### config.mk
export PLATFORM = sky130hd
export DESIGN_NAME = uart_tx_framer_flat
export DESIGN_NICKNAME = d
export VERILOG_FILES = /design/src/rtl/uart_tx_framer_if.sv /design/src/rtl/uart_tx_framer.sv /design/src/flat_wrapper.sv
export SDC_FILE = /design/constraint.sdc
export NUM_CORES = 1
export LEC_CHECK = 0
export BUFFER_PORTS_ARGS = -buffer_cell sky130_fd_sc_hd__buf_4
export CAP_MARGIN = 10
export CORE_ASPECT_RATIO = 1.25
export CORE_MARGIN = 2
export CORE_UTILIZATION = 54
export CTS_BUF_LIST = sky130_fd_sc_hd__clkbuf_4 sky130_fd_sc_hd__clkbuf_8
export DETAILED_ROUTE_END_ITERATION = 10
export PLACE_DENSITY_LB_ADDON = 0.2
export SYNTH_ARGS = -nofsm -noshare
export SYNTH_HDL_FRONTEND = slang
export SYNTH_SLANG_ARGS = --single-unit
### constraint.sdc
create_clock -name i_CLK -period 2.95 [get_ports i_CLK]
set_clock_uncertainty 0.2 [all_clocks]
set_input_delay 0.59 -clock i_CLK [delete_from_list [all_inputs] [get_ports i_CLK]]
set_output_delay 0.59 -clock i_CLK [all_outputs]
set_load 0.01 [all_outputs]
### src/rtl/uart_tx_framer_if.sv
// TX handshake bundle between the frame builder and the UART controller.
// Signal names keep the framer's point of view: o_ drives toward the controller,
// i_ returns from it.
interface uart_tx_framer_if;
  logic [55:0] o_UART_DATA_TX;
  logic        o_UART_DATA_TX_VALID;
  logic        i_UART_DATA_TX_READY;

  // Frame source (the framer)
  modport master (
    output o_UART_DATA_TX,
    output o_UART_DATA_TX_VALID,
    input  i_UART_DATA_TX_READY
  );

  // Frame sink (the UART controller)
  modport slave (
    input  o_UART_DATA_TX,
    input  o_UART_DATA_TX_VALID,
    output i_UART_DATA_TX_READY
  );
endinterface

### src/rtl/uart_tx_framer.sv
// UART TX frame builder: buffers ADS samples in a small FIFO, holds one ADS and
// one MPR register read-back each, and presents 56-bit frames one at a time.
// A frame counts as taken only on a READY 1->0 edge while VALID is held,
// because the controller may sit with READY=1 while it services an RX byte.
module uart_tx_framer #(
  parameter int         FIFO_AW               = 2,
  parameter logic [7:0] UART_SG_ADS_SEND_DATA = 8'hAA,
  parameter logic [7:0] UART_SG_ADS_READ_REG  = 8'h61,
  parameter logic [7:0] UART_SG_MPR_READ_REG  = 8'h6D
) (
  input  logic               i_CLK,
  input  logic               i_RST,
  input  logic [47:0]        i_ADS_DATA,
  input  logic               i_ADS_DATA_VALID,
  input  logic [15:0]        i_ADS_REG_DATA,
  input  logic               i_ADS_REG_DATA_VALID,
  output logic               o_ADS_REG_DATA_READY,
  input  logic [15:0]        i_MPR_REG_DATA,
  input  logic               i_MPR_REG_DATA_VALID,
  output logic               o_MPR_REG_DATA_READY,
  uart_tx_framer_if.master   tx_bus,
  input  logic               i_DROP_CNT_CLR,
  output logic [7:0]         o_ADS_DROP_CNT,
  output logic [FIFO_AW:0]   o_FIFO_LEVEL
);

  localparam int               DEPTH    = 1 << FIFO_AW;
  localparam logic [FIFO_AW:0] LVL_FULL = {1'b1, {FIFO_AW{1'b0}}};

  typedef enum logic {ST_IDLE, ST_PRESENT} state_t;

  state_t r_state, w_state_next;

  // ADS sample FIFO
  logic [47:0]        r_mem [DEPTH];
  logic [FIFO_AW-1:0] r_wr_ptr, r_rd_ptr;
  logic [FIFO_AW:0]   r_level;

  // Register read-back slots
  logic        r_ads_slot_full, r_mpr_slot_full;
  logic        r_ads_ready, r_mpr_ready;
  logic [15:0] r_ads_slot, r_mpr_slot;

  // Presented frame
  logic [55:0] r_tx_data;
  logic        r_tx_valid;
  logic        r_seen_ready;
  logic [7:0]  r_drop_cnt;

  logic        w_fifo_full, w_fifo_empty, w_pending, w_accept;
  logic        w_load_ads, w_load_mpr, w_pop, w_load;
  logic        w_push, w_drop;
  logic        w_ads_capture, w_mpr_capture;
  logic        w_ads_full_next, w_mpr_full_next;
  logic [55:0] w_frame;
  logic        w_tx_ready;

  assign w_tx_ready    = tx_bus.i_UART_DATA_TX_READY;
  assign w_fifo_full   = (r_level == LVL_FULL);
  assign w_fifo_empty  = (r_level == '0);
  assign w_pending     = r_ads_slot_full | r_mpr_slot_full | ~w_fifo_empty;
  assign w_accept      = (r_state == ST_PRESENT) & r_seen_ready & ~w_tx_ready;
  assign w_load        = w_load_ads | w_load_mpr | w_pop;
  // A full FIFO still accepts a sample when the head leaves in the same cycle
  assign w_push        = i_ADS_DATA_VALID & (~w_fifo_full | w_pop);
  assign w_drop        = i_ADS_DATA_VALID & w_fifo_full & ~w_pop;
  assign w_ads_capture = i_ADS_REG_DATA_VALID & r_ads_ready;
  assign w_mpr_capture = i_MPR_REG_DATA_VALID & r_mpr_ready;

  // FSM state register
  always_ff @(posedge i_CLK or negedge i_RST) begin
    if (!i_RST) r_state <= ST_IDLE;
    else        r_state <= w_state_next;
  end

  // FSM next-state: leave idle whenever any source has work, return on acceptance
  always_comb begin
    w_state_next = r_state;
    case (r_state)
      ST_IDLE:    if (w_pending) w_state_next = ST_PRESENT;
      ST_PRESENT: if (w_accept)  w_state_next = ST_IDLE;
      default:    w_state_next = ST_IDLE;
    endcase
  end

  // FSM outputs: fixed-priority source select and frame assembly in idle
  always_comb begin
    w_load_ads = 1'b0;
    w_load_mpr = 1'b0;
    w_pop      = 1'b0;
    w_frame    = '0;
    if (r_state == ST_IDLE) begin
      if (r_ads_slot_full) begin
        w_load_ads = 1'b1;
        w_frame    = {UART_SG_ADS_READ_REG, r_ads_slot, 32'h0};
      end else if (r_mpr_slot_full) begin
        w_load_mpr = 1'b1;
        w_frame    = {UART_SG_MPR_READ_REG, r_mpr_slot, 32'h0};
      end else if (!w_fifo_empty) begin
        w_pop      = 1'b1;
        w_frame    = {UART_SG_ADS_SEND_DATA, r_mem[r_rd_ptr]};
      end
    end
  end

  // Presented frame register: load in idle, track the READY 1->0 edge in present
  always_ff @(posedge i_CLK or negedge i_RST) begin
    if (!i_RST) begin
      r_tx_data    <= '0;
      r_tx_valid   <= 1'b0;
      r_seen_ready <= 1'b0;
    end else if (r_state == ST_IDLE) begin
      if (w_load) begin
        r_tx_data    <= w_frame;
        r_tx_valid   <= 1'b1;
        r_seen_ready <= 1'b0;
      end
    end else begin
      if (w_accept)        r_tx_valid   <= 1'b0;
      else if (w_tx_ready) r_seen_ready <= 1'b1;
    end
  end

  // FIFO storage write; contents need no reset since pointers gate visibility
  always_ff @(posedge i_CLK) begin
    if (w_push) r_mem[r_wr_ptr] <= i_ADS_DATA;
  end

  // FIFO pointers and occupancy
  always_ff @(posedge i_CLK or negedge i_RST) begin
    if (!i_RST) begin
      r_wr_ptr <= '0;
      r_rd_ptr <= '0;
      r_level  <= '0;
    end else begin
      if (w_push) r_wr_ptr <= r_wr_ptr + FIFO_AW'(1);
      if (w_pop)  r_rd_ptr <= r_rd_ptr + FIFO_AW'(1);
      case ({w_push, w_pop})
        2'b10:   r_level <= r_level + (FIFO_AW+1)'(1);
        2'b01:   r_level <= r_level - (FIFO_AW+1)'(1);
        default: r_level <= r_level;
      endcase
    end
  end

  // Saturating drop counter; clear wins over a same-cycle drop
  always_ff @(posedge i_CLK or negedge i_RST) begin
    if (!i_RST)                             r_drop_cnt <= '0;
    else if (i_DROP_CNT_CLR)                r_drop_cnt <= '0;
    else if (w_drop && r_drop_cnt != 8'hFF) r_drop_cnt <= r_drop_cnt + 8'd1;
  end

  // Next occupancy of the register slots
  always_comb begin
    w_ads_full_next = r_ads_slot_full;
    w_mpr_full_next = r_mpr_slot_full;
    if (w_load_ads)         w_ads_full_next = 1'b0;
    else if (w_ads_capture) w_ads_full_next = 1'b1;
    if (w_load_mpr)         w_mpr_full_next = 1'b0;
    else if (w_mpr_capture) w_mpr_full_next = 1'b1;
  end

  // Register slots; READY is registered so it stays low during reset
  always_ff @(posedge i_CLK or negedge i_RST) begin
    if (!i_RST) begin
      r_ads_slot_full <= 1'b0;
      r_mpr_slot_full <= 1'b0;
      r_ads_ready     <= 1'b0;
      r_mpr_ready     <= 1'b0;
      r_ads_slot      <= '0;
      r_mpr_slot      <= '0;
    end else begin
      r_ads_slot_full <= w_ads_full_next;
      r_mpr_slot_full <= w_mpr_full_next;
      r_ads_ready     <= ~w_ads_full_next;
      r_mpr_ready     <= ~w_mpr_full_next;
      if (w_ads_capture) r_ads_slot <= i_ADS_REG_DATA;
      if (w_mpr_capture) r_mpr_slot <= i_MPR_REG_DATA;
    end
  end

  assign tx_bus.o_UART_DATA_TX       = r_tx_data;
  assign tx_bus.o_UART_DATA_TX_VALID = r_tx_valid;
  assign o_ADS_REG_DATA_READY        = r_ads_ready;
  assign o_MPR_REG_DATA_READY        = r_mpr_ready;
  assign o_ADS_DROP_CNT              = r_drop_cnt;
  assign o_FIFO_LEVEL                = r_level;

endmodule

### src/flat_wrapper.sv
// flat-port wrapper written by rule: the top's interface ports become plain ports
module uart_tx_framer_flat 
#(
  parameter int         FIFO_AW               = 2,
  parameter logic [7:0] UART_SG_ADS_SEND_DATA = 8'hAA,
  parameter logic [7:0] UART_SG_ADS_READ_REG  = 8'h61,
  parameter logic [7:0] UART_SG_MPR_READ_REG  = 8'h6D
)
  (i_CLK, i_RST, i_ADS_DATA, i_ADS_DATA_VALID, i_ADS_REG_DATA, i_ADS_REG_DATA_VALID, o_ADS_REG_DATA_READY, i_MPR_REG_DATA, i_MPR_REG_DATA_VALID, o_MPR_REG_DATA_READY, i_DROP_CNT_CLR, o_ADS_DROP_CNT, o_FIFO_LEVEL, tx_bus_o_UART_DATA_TX, tx_bus_o_UART_DATA_TX_VALID, tx_bus_i_UART_DATA_TX_READY);
  uart_tx_framer_if tx_bus_i ();
  input  logic i_CLK;
  input  logic i_RST;
  input  logic [47:0] i_ADS_DATA;
  input  logic i_ADS_DATA_VALID;
  input  logic [15:0] i_ADS_REG_DATA;
  input  logic i_ADS_REG_DATA_VALID;
  output logic o_ADS_REG_DATA_READY;
  input  logic [15:0] i_MPR_REG_DATA;
  input  logic i_MPR_REG_DATA_VALID;
  output logic o_MPR_REG_DATA_READY;
  input  logic i_DROP_CNT_CLR;
  output logic [7:0] o_ADS_DROP_CNT;
  output logic [FIFO_AW:0] o_FIFO_LEVEL;
  output wire logic [$bits(tx_bus_i.o_UART_DATA_TX)-1:0] tx_bus_o_UART_DATA_TX;
  output wire logic [$bits(tx_bus_i.o_UART_DATA_TX_VALID)-1:0] tx_bus_o_UART_DATA_TX_VALID;
  input wire logic [$bits(tx_bus_i.i_UART_DATA_TX_READY)-1:0] tx_bus_i_UART_DATA_TX_READY;
  assign tx_bus_o_UART_DATA_TX = tx_bus_i.o_UART_DATA_TX;
  assign tx_bus_o_UART_DATA_TX_VALID = tx_bus_i.o_UART_DATA_TX_VALID;
  assign tx_bus_i.i_UART_DATA_TX_READY = tx_bus_i_UART_DATA_TX_READY;
  uart_tx_framer #(.FIFO_AW(FIFO_AW), .UART_SG_ADS_SEND_DATA(UART_SG_ADS_SEND_DATA), .UART_SG_ADS_READ_REG(UART_SG_ADS_READ_REG), .UART_SG_MPR_READ_REG(UART_SG_MPR_READ_REG)) u_core (.i_CLK(i_CLK), .i_RST(i_RST), .i_ADS_DATA(i_ADS_DATA), .i_ADS_DATA_VALID(i_ADS_DATA_VALID), .i_ADS_REG_DATA(i_ADS_REG_DATA), .i_ADS_REG_DATA_VALID(i_ADS_REG_DATA_VALID), .o_ADS_REG_DATA_READY(o_ADS_REG_DATA_READY), .i_MPR_REG_DATA(i_MPR_REG_DATA), .i_MPR_REG_DATA_VALID(i_MPR_REG_DATA_VALID), .o_MPR_REG_DATA_READY(o_MPR_REG_DATA_READY), .tx_bus(tx_bus_i), .i_DROP_CNT_CLR(i_DROP_CNT_CLR), .o_ADS_DROP_CNT(o_ADS_DROP_CNT), .o_FIFO_LEVEL(o_FIFO_LEVEL));
endmodule
Word-level counts from Yosys, hierarchy flattened
Memory sizes are Yosys's and may differ from the RTL's.
Cells that the tools add are included.
{"block": "classes", "add_sub_neg": 5, "eq_ne": 7, "muxes": 31, "bitwise": 19, "n_reduce_logical": 8}
{"op": "$mux W56", "n": 3}
{"op": "$mux W1", "n": 24}
{"op": "$mux W8", "n": 2}
{"op": "$add A8 B1 Y8 const B", "n": 1}
{"op": "$ne A8 B8 Y1 const B", "n": 1}
{"op": "$and A1 B1 Y1", "n": 7}
{"op": "$not A1 Y1", "n": 7}
{"op": "$ne A2 B2 Y1 const B", "n": 3}
{"op": "$pmux W3 S2", "n": 1}
{"op": "$reduce_bool A2 Y1", "n": 3}
{"op": "$or A1 B1 Y1", "n": 5}
{"op": "$add A2 B1 Y2 const B", "n": 2}
{"op": "$reduce_and A2 Y1", "n": 2}
{"op": "$add A3 B1 Y3 const B", "n": 1}
{"op": "$eq A3 B3 Y1 const B", "n": 1}
{"op": "$logic_not A3 Y1", "n": 1}
{"op": "$reduce_and A3 Y1", "n": 1}
{"op": "$sub A3 B1 Y3 const B", "n": 1}
{"op": "$eq A2 B1 Y1 const B", "n": 1}
{"op": "$eq A2 B2 Y1 const B", "n": 1}
{"op": "$pmux W1 S2", "n": 1}
{"op": "$logic_and A1 B1 Y1", "n": 1}
{"block": "word_totals", "register_bits": 110, "ramBits": 192, "inputBits": 87, "out_inout_bits": 70, "wordCells": 85, "memories": 1}
{"memory": "u_core.r_mem", "depth": 4, "width": 48, "rd": 1, "rd_clocked_by_memory_dff": 0, "write_ports": 1, "line_no": "uart_tx_framer.sv:35", "source": "logic [47:0] r_mem [DEPTH];"}

Logic depth before layout (Yosys ltp)
Gate-level depths: netlist of the first run.
{"block": "logic_depth", "depth_word": 10, "ltp_mapped": 10, "mapped_depth_nobuf": 7}

Worst setup path after synthesis of the first run
No wires, ideal clock.
{"block": "synth_path", "kind": "reg2reg", "from": "register u_core.r_ads_slot_full", "to": "memory u_core.r_mem[2][0] (enable)", "setup_time_ps": 410, "arrival_ps": 2531, "required_time_ps": 2340, "slack_ps": -191, "path_stages_with_launch": 6, "n_path_buf": 2, "synth_period_minus_slack_ps": 3141, "path_cell_list": "dfrtp_1 buf_6 or3_1 buf_4 a31oi_1 and2_1"}
{"block": "synth_between", "elab_chain_len": 6}
{"element": "start, declared", "line_no": "uart_tx_framer.sv:40", "source": "logic r_ads_slot_full, r_mpr_slot_full;"}
{"element": "start signal, assigned", "line_no": "uart_tx_framer.sv:173", "source": "r_ads_slot_full <= w_ads_full_next;"}
{"element": "$mux W1", "line_no": "uart_tx_framer.sv:93", "source": "if (r_ads_slot_full) begin"}
{"element": "$mux W1", "line_no": "uart_tx_framer.sv:92", "source": "if (r_state == ST_IDLE) begin"}
{"element": "$or A1 B1 Y1", "line_no": "uart_tx_framer.sv:65", "source": "assign w_push = i_ADS_DATA_VALID & (~w_fifo_full | w_pop);"}
{"element": "$and A1 B1 Y1", "line_no": "uart_tx_framer.sv:65"}
{"element": "$mux W1", "line_no": "uart_tx_framer.sv:126", "source": "if (w_push) r_mem[r_wr_ptr] <= i_ADS_DATA;"}
{"element": "$mux W1 (not written as such)", "line_no": "uart_tx_framer.sv:126"}
{"element": "end, declared", "line_no": "uart_tx_framer.sv:35"}
Every way passes these cells.

Worst setup path after layout of the first run
{"block": "layout_path", "from": "register u_core.r_mpr_slot_full", "to": "memory u_core.r_mem[1][40] (enable)"}
{"block": "layout_between", "elab_chain_len": 7}
{"element": "start, declared", "line_no": "uart_tx_framer.sv:40"}
{"element": "start signal, assigned", "line_no": "uart_tx_framer.sv:174", "source": "r_mpr_slot_full <= w_mpr_full_next;"}
{"element": "$mux W1", "line_no": "uart_tx_framer.sv:96", "source": "end else if (r_mpr_slot_full) begin"}
{"element": "$mux W1", "line_no": "uart_tx_framer.sv:93"}
{"element": "$mux W1", "line_no": "uart_tx_framer.sv:92"}
{"element": "$or A1 B1 Y1", "line_no": "uart_tx_framer.sv:65"}
{"element": "$and A1 B1 Y1", "line_no": "uart_tx_framer.sv:65"}
{"element": "$mux W1", "line_no": "uart_tx_framer.sv:126"}
{"element": "$mux W1 (not written as such)", "line_no": "uart_tx_framer.sv:126"}
Every way passes these cells.

==> flow_metrics.tcl, run 1 <==
set metrics [dict create \
    outcome "finished, final reports clean" \
    grt_max_degree 38 \
    rr_startpoint "u_core.r_mpr_slot_full" \
    ratio_of_cells_with_drive_above_1_in_the_final_layout 0.415 \
    netSwitchingPower_mw 4.18 \
    synth-main-ff-cell "edfxtp_1" \
    io_buffers 155 \
    vertical_die_dimension_um 166 \
    finalMaxSlewViolations 0 \
    ir_drop_mv 0.655 \
    die_ar_um2 22200 \
    internal_power_mw 9.77 \
    cts_tree "yes" \
    maxCapViolCount 0 \
    worstSkewPairLatency_ps 550 \
    synthDominantAreaCellType "edfxtp_1" \
    synth-seq-area-share 0.742 \
    worst_slew_pin_slew_ps 863 \
    final.setup.tns_ps 0 \
    final-hold-violation-count 0 \
    final.period_utilization 0.876 \
    cts.htree.levels 2 \
    maxSlewHeadroom 0.423 \
    worstSetupStartpointType "flip-flop" \
    syn_area_per_cell_um2 18.1 \
    critical_path.max_fanout 23 \
    via_count 6367 \
    clk_path_buf_depth 3 \
    global_route.usage.total 0.219 \
    pwr-share-seq 0.448 \
    holdCritPathClass "input port to flip-flop" \
    setup.reg_to_reg.worst_slack_ps 370 \
    synth-edff-count 192 \
    fmaxAchievable_ghz 0.387 \
    number_of_buffers_created_by_cts 46 \
    power_per_cell_area_nw_per_um2 992 \
    crit_type "flip-flop to flip-flop" \
    power_frac_clock 0.257 \
    synthCells 627 \
    reg2reg_depth 5 \
    cts.repair.resized 0 \
    synth_seq_cells 299 \
    cp-endpoint "u_core.r_mem[1][40]" \
    route.antenna.remaining_nets 0 \
    effective_utilization_at_floorplan 0.548 \
    pwr-share-comb 0.295 \
    place.detailed.hpwl_mm 14.9 \
    dr.pass1.iters 5 \
    post_cts_buffers 0 \
    power_switching_share 0.299 \
    final.hold.worst_slack_ps 35.3 \
    num-nets-final 912 \
    synth_warnings 0 \
    core.rowCount 59 \
    timing.final.setup_violations 0 \
    drt-initial-drc-count 391 \
    cp-end-kind "flip-flop" \
    layout-area-overhead-vs-synth_pct 23.5 \
    syn_nets 720 \
    static-leakage-power_nw 5.45 \
    worst-endpoint-arrival_ps 2640 \
    final_wirelength_mm 23.4 \
    wl_per_cell_um 20.7 \
    boundaryPins 157 \
    clock-root-buffer "clkbuf_8" \
    grt_setup_unrepaired "no" \
    antennaDiodeCount 0 \
    die_w_um 134 \
    number_of_global_route_vias_before_repair 7039 \
    rr_endpoint "u_core.r_mem[1][40]" \
    avgViaCountPerCell 5.63 \
    global_route_wire_length_before_repair_mm 37.7 \
    placer_congestion 0.737 \
    netlist_top_cells_area "edfxtp_1, dfrtp_1, mux4_2" \
    globalRouteOverflowTotal 0 \
    post_synth_num_cell_types 43 \
    fillers 1404 \
    timing.critical_path.from "u_core.r_mpr_slot_full" \
    synth_area_um2 11400 \
    clk_sink_count 299 \
    design.core.area_um2 20700 \
    yosys.area.top_type_share 0.507 \
    post-route-drc-count 0 \
    path_clk_slew_ps 60 \
    final_period_minus_worst_setup_slack_ps 2580 \
    postSynth.asyncResetShare 0.358 \
    grt_antenna_before_repair 0 \
    required_ps 3000 \
    layout.core_utilization 0.677 \
]
-- synthesized netlist by cell type, drive strengths merged, types with 2 or more instances --
cell type    n
a21oi       12
a22o        32
a22oi       18
a31oi       18
and2         5
buf         22
clkbuf      16
dfrtp      107
edfxtp     192
ha           5
inv         11
mux2        32
mux2i        2
mux4        48
nand2       29
nand3        4
nor2        29
nor3         4
o21a         2
o21ai       11
o31ai        4
or3          4
or4          3
xnor2        3
xor2         2
-- power by group through the flow --
stage	combinational (mW)	clock [mW]	sequential, mW
floorplan	2.69	0	6.16
global placement	4.04	0	6.25
detailed placement	4.16	0	6.32
CTS	4.18	3.67	6.25
global route	4.48	3.87	6.36
finish	4.11	3.59	6.24
-- through the flow --
stage                     power (mW)  std cells  setup WS (ps)  cell area, um2
after detailed placement        10.5       1043            372           13000
after global routing            14.7       1131            231           14000
after global placement          10.3       1043            397           13000
after floorplan                 8.85        627            266           11400
after CTS                       14.1       1131            343           14000
final                           13.9       1131            365           14000
-- critical path, cell delays in order (launching register included) --
cell and delay [ps]:
dfrtp_1 460, or3_1 530, a31oi_1 310, buf_4 200
and2_2 340, buf_12 240
-- final cells by class --
type | count | area [um2] | area share
clock buffers | 77 | 922 | 0.0656
clock inverters | 9 | 76.3 | 0.00543
inverters | 11 | 41.3 | 0.00294
multi-input cells | 279 | 2720 | 0.194
flip-flops and latches | 299 | 8450 | 0.601
well taps | 274 | 343 | 0.0244
repair buffers | 182 | 1500 | 0.107
-- registers in the layout, summed over array words and instances (netlist names), 2 cells and up --
name	cells
u_core.tx_bus.o_UART_DATA_TX	53
u_core.o_FIFO_LEVEL	3
u_core.r_ads_slot	16
u_core.r_mem	192
u_core.r_wr_ptr	2
u_core.r_rd_ptr	2
u_core.o_ADS_DROP_CNT	8
u_core.r_mpr_slot	16
-- cells by family (layout without fill, tap and decap cells) --
group	after synthesis	count (layout)	share of synthesized area
compound gates	103	103	0.0650
xor+xnor	5	5	0.00385
fa+ha+maj	6	6	0.00726
buf+inv	49	279	0.0200
flops	299	299	0.742
mux	82	82	0.128
other cells	1	1	0.000330
simple gates	82	82	0.0328
-- metal layers --
metal	part of all wire	track usage	up-vias
met5	0	0	-
met4	0.020	0.0675	0
met3	0.069	0.0540	41
met2	0.52	0.376	226
met1	0.39	0.276	3246
li1	-	-	2854
-- cells in the final DEF (no fill, tap or decap), types with 10 or more instances in the layout --
| master | netlist | routed |
|---|---|---|
| edfxtp_1 | 192 | 192 |
| buf_4 | 4 | 170 |
| dfrtp_1 | 107 | 105 |
| clkbuf_8 | 0 | 55 |
| mux4_2 | 48 | 48 |
| mux2_2 | 32 | 32 |
| a22o_1 | 32 | 32 |
| nand2_1 | 29 | 29 |
| nor2_1 | 28 | 28 |
| clkbuf_4 | 0 | 22 |
| a31oi_1 | 18 | 18 |
| a22oi_1 | 18 | 18 |
| inv_1 | 11 | 11 |
| o21ai_0 | 11 | 11 |
| a21oi_1 | 12 | 11 |
| buf_12 | 0 | 10 |
-- worst min-delay path by stage --
stage / startpoint / slack, ps / depth (start not counted) / end
after global routing: i_ADS_DATA[16] / 3 / 1 / u_core.r_mem[1][16]
after global placement: u_core.tx_bus.o_UART_DATA_TX[53] / 260 / 1 / u_core.tx_bus.o_UART_DATA_TX[53]
final: i_ADS_DATA[13] / 40 / 1 / u_core.r_mem[1][13]
after detailed placement: u_core.r_seen_ready / 290 / 2 / u_core.r_seen_ready
after CTS: i_ADS_DATA[34] / 4 / 1 / u_core.r_mem[0][34]
after floorplan: i_RST / 90 / 0 / u_core.o_ADS_DROP_CNT[0]
-- repair_timing --
| item | in CTS | in global routing |
|---|---|---|
| setup endpoints to repair | 0 | 0 |
| hold buffers | 2 | 0 |
| hold endpoints to repair | 38 | 0 |
(Power assumes the default switching activity.)
==> run 2: changes to the inputs <==
CORE_UTILIZATION = 50   (was 54)
clock period = 2.15 ns   (was 2.95 ns; I/O delays follow)
==> flow_metrics.tcl, run 2 (same netlist as run 1, synthesis figures left out) <==
set metrics [dict create \
    die_w_um 139 \
    globalRouteOverflowTotal 0 \
    via_count 6850 \
    avgViaCountPerCell 5.43 \
    clk_path_buf_depth 3 \
    outcome "complete, but fails checks" \
    io_buffers 155 \
    timing.final.setup_violations 131 \
    layout-area-overhead-vs-synth_pct 37.6 \
    final_wirelength_mm 26.1 \
    cts_tree "yes" \
    final-hold-violation-count 0 \
    power_per_cell_area_nw_per_um2 1320 \
    global_route_wire_length_before_repair_mm 40.0 \
    route.antenna.remaining_nets 0 \
    cts.htree.levels 2 \
    worst_slack_ps -86.6 \
    final.period_utilization 1.04 \
    core.rowCount 61 \
    num-nets-final 1034 \
    boundaryPins 157 \
    layout_commonest_cell "edfxtp_1" \
    top_register "u_core.r_mem" \
    maxCapViolCount 0 \
    finalMaxSlewViolations 0 \
    final.setup.tns_ps -3870 \
    ir_drop_mv 0.841 \
    static-leakage-power_nw 6.14 \
    ratio_of_cells_with_drive_above_1_in_the_final_layout 0.413 \
    clock-root-buffer "clkbuf_8" \
    path_clk_slew_ps 60 \
    drt-initial-drc-count 469 \
    design.core.area_um2 22300 \
    effective_utilization_at_floorplan 0.510 \
    grt_antenna_before_repair 0 \
    grt_setup_unrepaired "yes" \
    final.hold.worst_slack_ps 39.2 \
    fmaxAchievable_ghz 0.447 \
    cp-end-kind "flip-flop" \
    die_ar_um2 24000 \
    max_ffs_per_register 192 \
    holdCritPathClass "input port to flip-flop" \
    critical_path.max_fanout 4 \
    grt_max_degree 58 \
    violated_checks "setup timing" \
    number_of_buffers_created_by_cts 46 \
    fillers 1456 \
    global_route.usage.total 0.210 \
    wl_per_cell_um 20.7 \
    antennaDiodeCount 0 \
    worstSkewPairLatency_ps 560 \
    vertical_die_dimension_um 173 \
    place.detailed.hpwl_mm 15.7 \
    post-route-drc-count 0 \
    worst-endpoint-arrival_ps 2460 \
    required_ps 2380 \
    dr.pass1.iters 5 \
    clk_sink_count 299 \
    final_period_minus_worst_setup_slack_ps 2240 \
    most-common-layout-cells "edfxtp_1, buf_4, dfrtp_1, dlygate4sd3_1, clkbuf_8" \
    crit_type "flip-flop to flip-flop" \
    placer_congestion 0.784 \
    worstSetupStartpointType "flip-flop" \
    number_of_global_route_vias_before_repair 7320 \
]
## run 2: changes by cell type in the layout (fill, tap and decap cells not counted), sizes merged
| cell | delta |
|---|---|
| clkinv | +7 |
| buf | +32 |
| bufinv | +3 |
| clkbuf | -1 |
| dlygate4sd3 | +81 |
## run 2: worst paths after layout
kind	from	endpoint	slack [ps]	cells after the start
min reg2reg	u_core.tx_bus.o_UART_DATA_TX[53]	u_core.tx_bus.o_UART_DATA_TX[53]	280	1
max	u_core.r_mpr_slot_full	u_core.o_FIFO_LEVEL[2]	-90	7
max in group asynchronous	i_RST	u_core.tx_bus.o_UART_DATA_TX[19]	1020	3
min	i_MPR_REG_DATA_VALID	u_core.o_MPR_REG_DATA_READY	40	3
max reg2reg	u_core.r_mpr_slot_full	u_core.o_FIFO_LEVEL[2]	-90	7
min in group asynchronous	i_RST	u_core.o_ADS_DROP_CNT[3]	100	2
## run 2: layout make-up
cell class / count / area, um2 / area share
flip-flops and latches: 299 / 8450 / 0.540
inverters: 11 / 41.3 / 0.00264
multi-input cells: 279 / 2770 / 0.177
repair buffers: 304 / 2990 / 0.191
clock buffers: 67 / 847 / 0.0541
well taps: 283 / 354 / 0.0226
clock inverters: 19 / 205 / 0.0131
## run 2: through the flow
step / utilization / setup slack [ps] / instances / cell area (um2) / total power [mW]
after floorplan: - / -354 / 627 / 11400 / 12.2
after global placement: 0.598 / -238 / 1071 / 13300 / 14.6
after detailed placement: 0.598 / -232 / 1071 / 13300 / 14.9
after CTS: 0.689 / -50.3 / 1247 / 15300 / 20.4
after global routing: 0.702 / -132 / 1262 / 15700 / 21.6
final: 0.702 / -86.6 / 1262 / 15700 / 20.6
## run 2: metal layers
metal  wire [um]  share of wire  GRT usage
met5           0              0          0
met3        1580          0.061     0.0460
met1       10500           0.40      0.276
met4         408          0.016     0.0509
met2       13600           0.52      0.362
## run 2: where the power goes
part | total, mW | switching (mW) | internal, mW
Combinational | 6.95 | 3.26 | 3.69
Clock | 5.22 | 2.18 | 3.04
Sequential | 8.43 | 0.695 | 7.73
## run 2: worst max-delay path, cell delays in order, from the launching register on
cell and delay [ps]:
dfrtp_1 380, or3_4 410, nor2_4 110, nand2_2 70, fa_2 420, or4b_1 200, a21oi_2 60, a221o_2 290
## run 2: what timing repair did
action | 4_1_cts | 5_1_grt
gates resized for setup | 8 | 7
endpoints found under the hold margin | 342 | 0
pin swaps | 4 | 4
buffers inserted | 6 | 3
gates cloned | 1 | 12
hold buffers | 83 | 0
endpoints found under the setup margin | 194 | 117
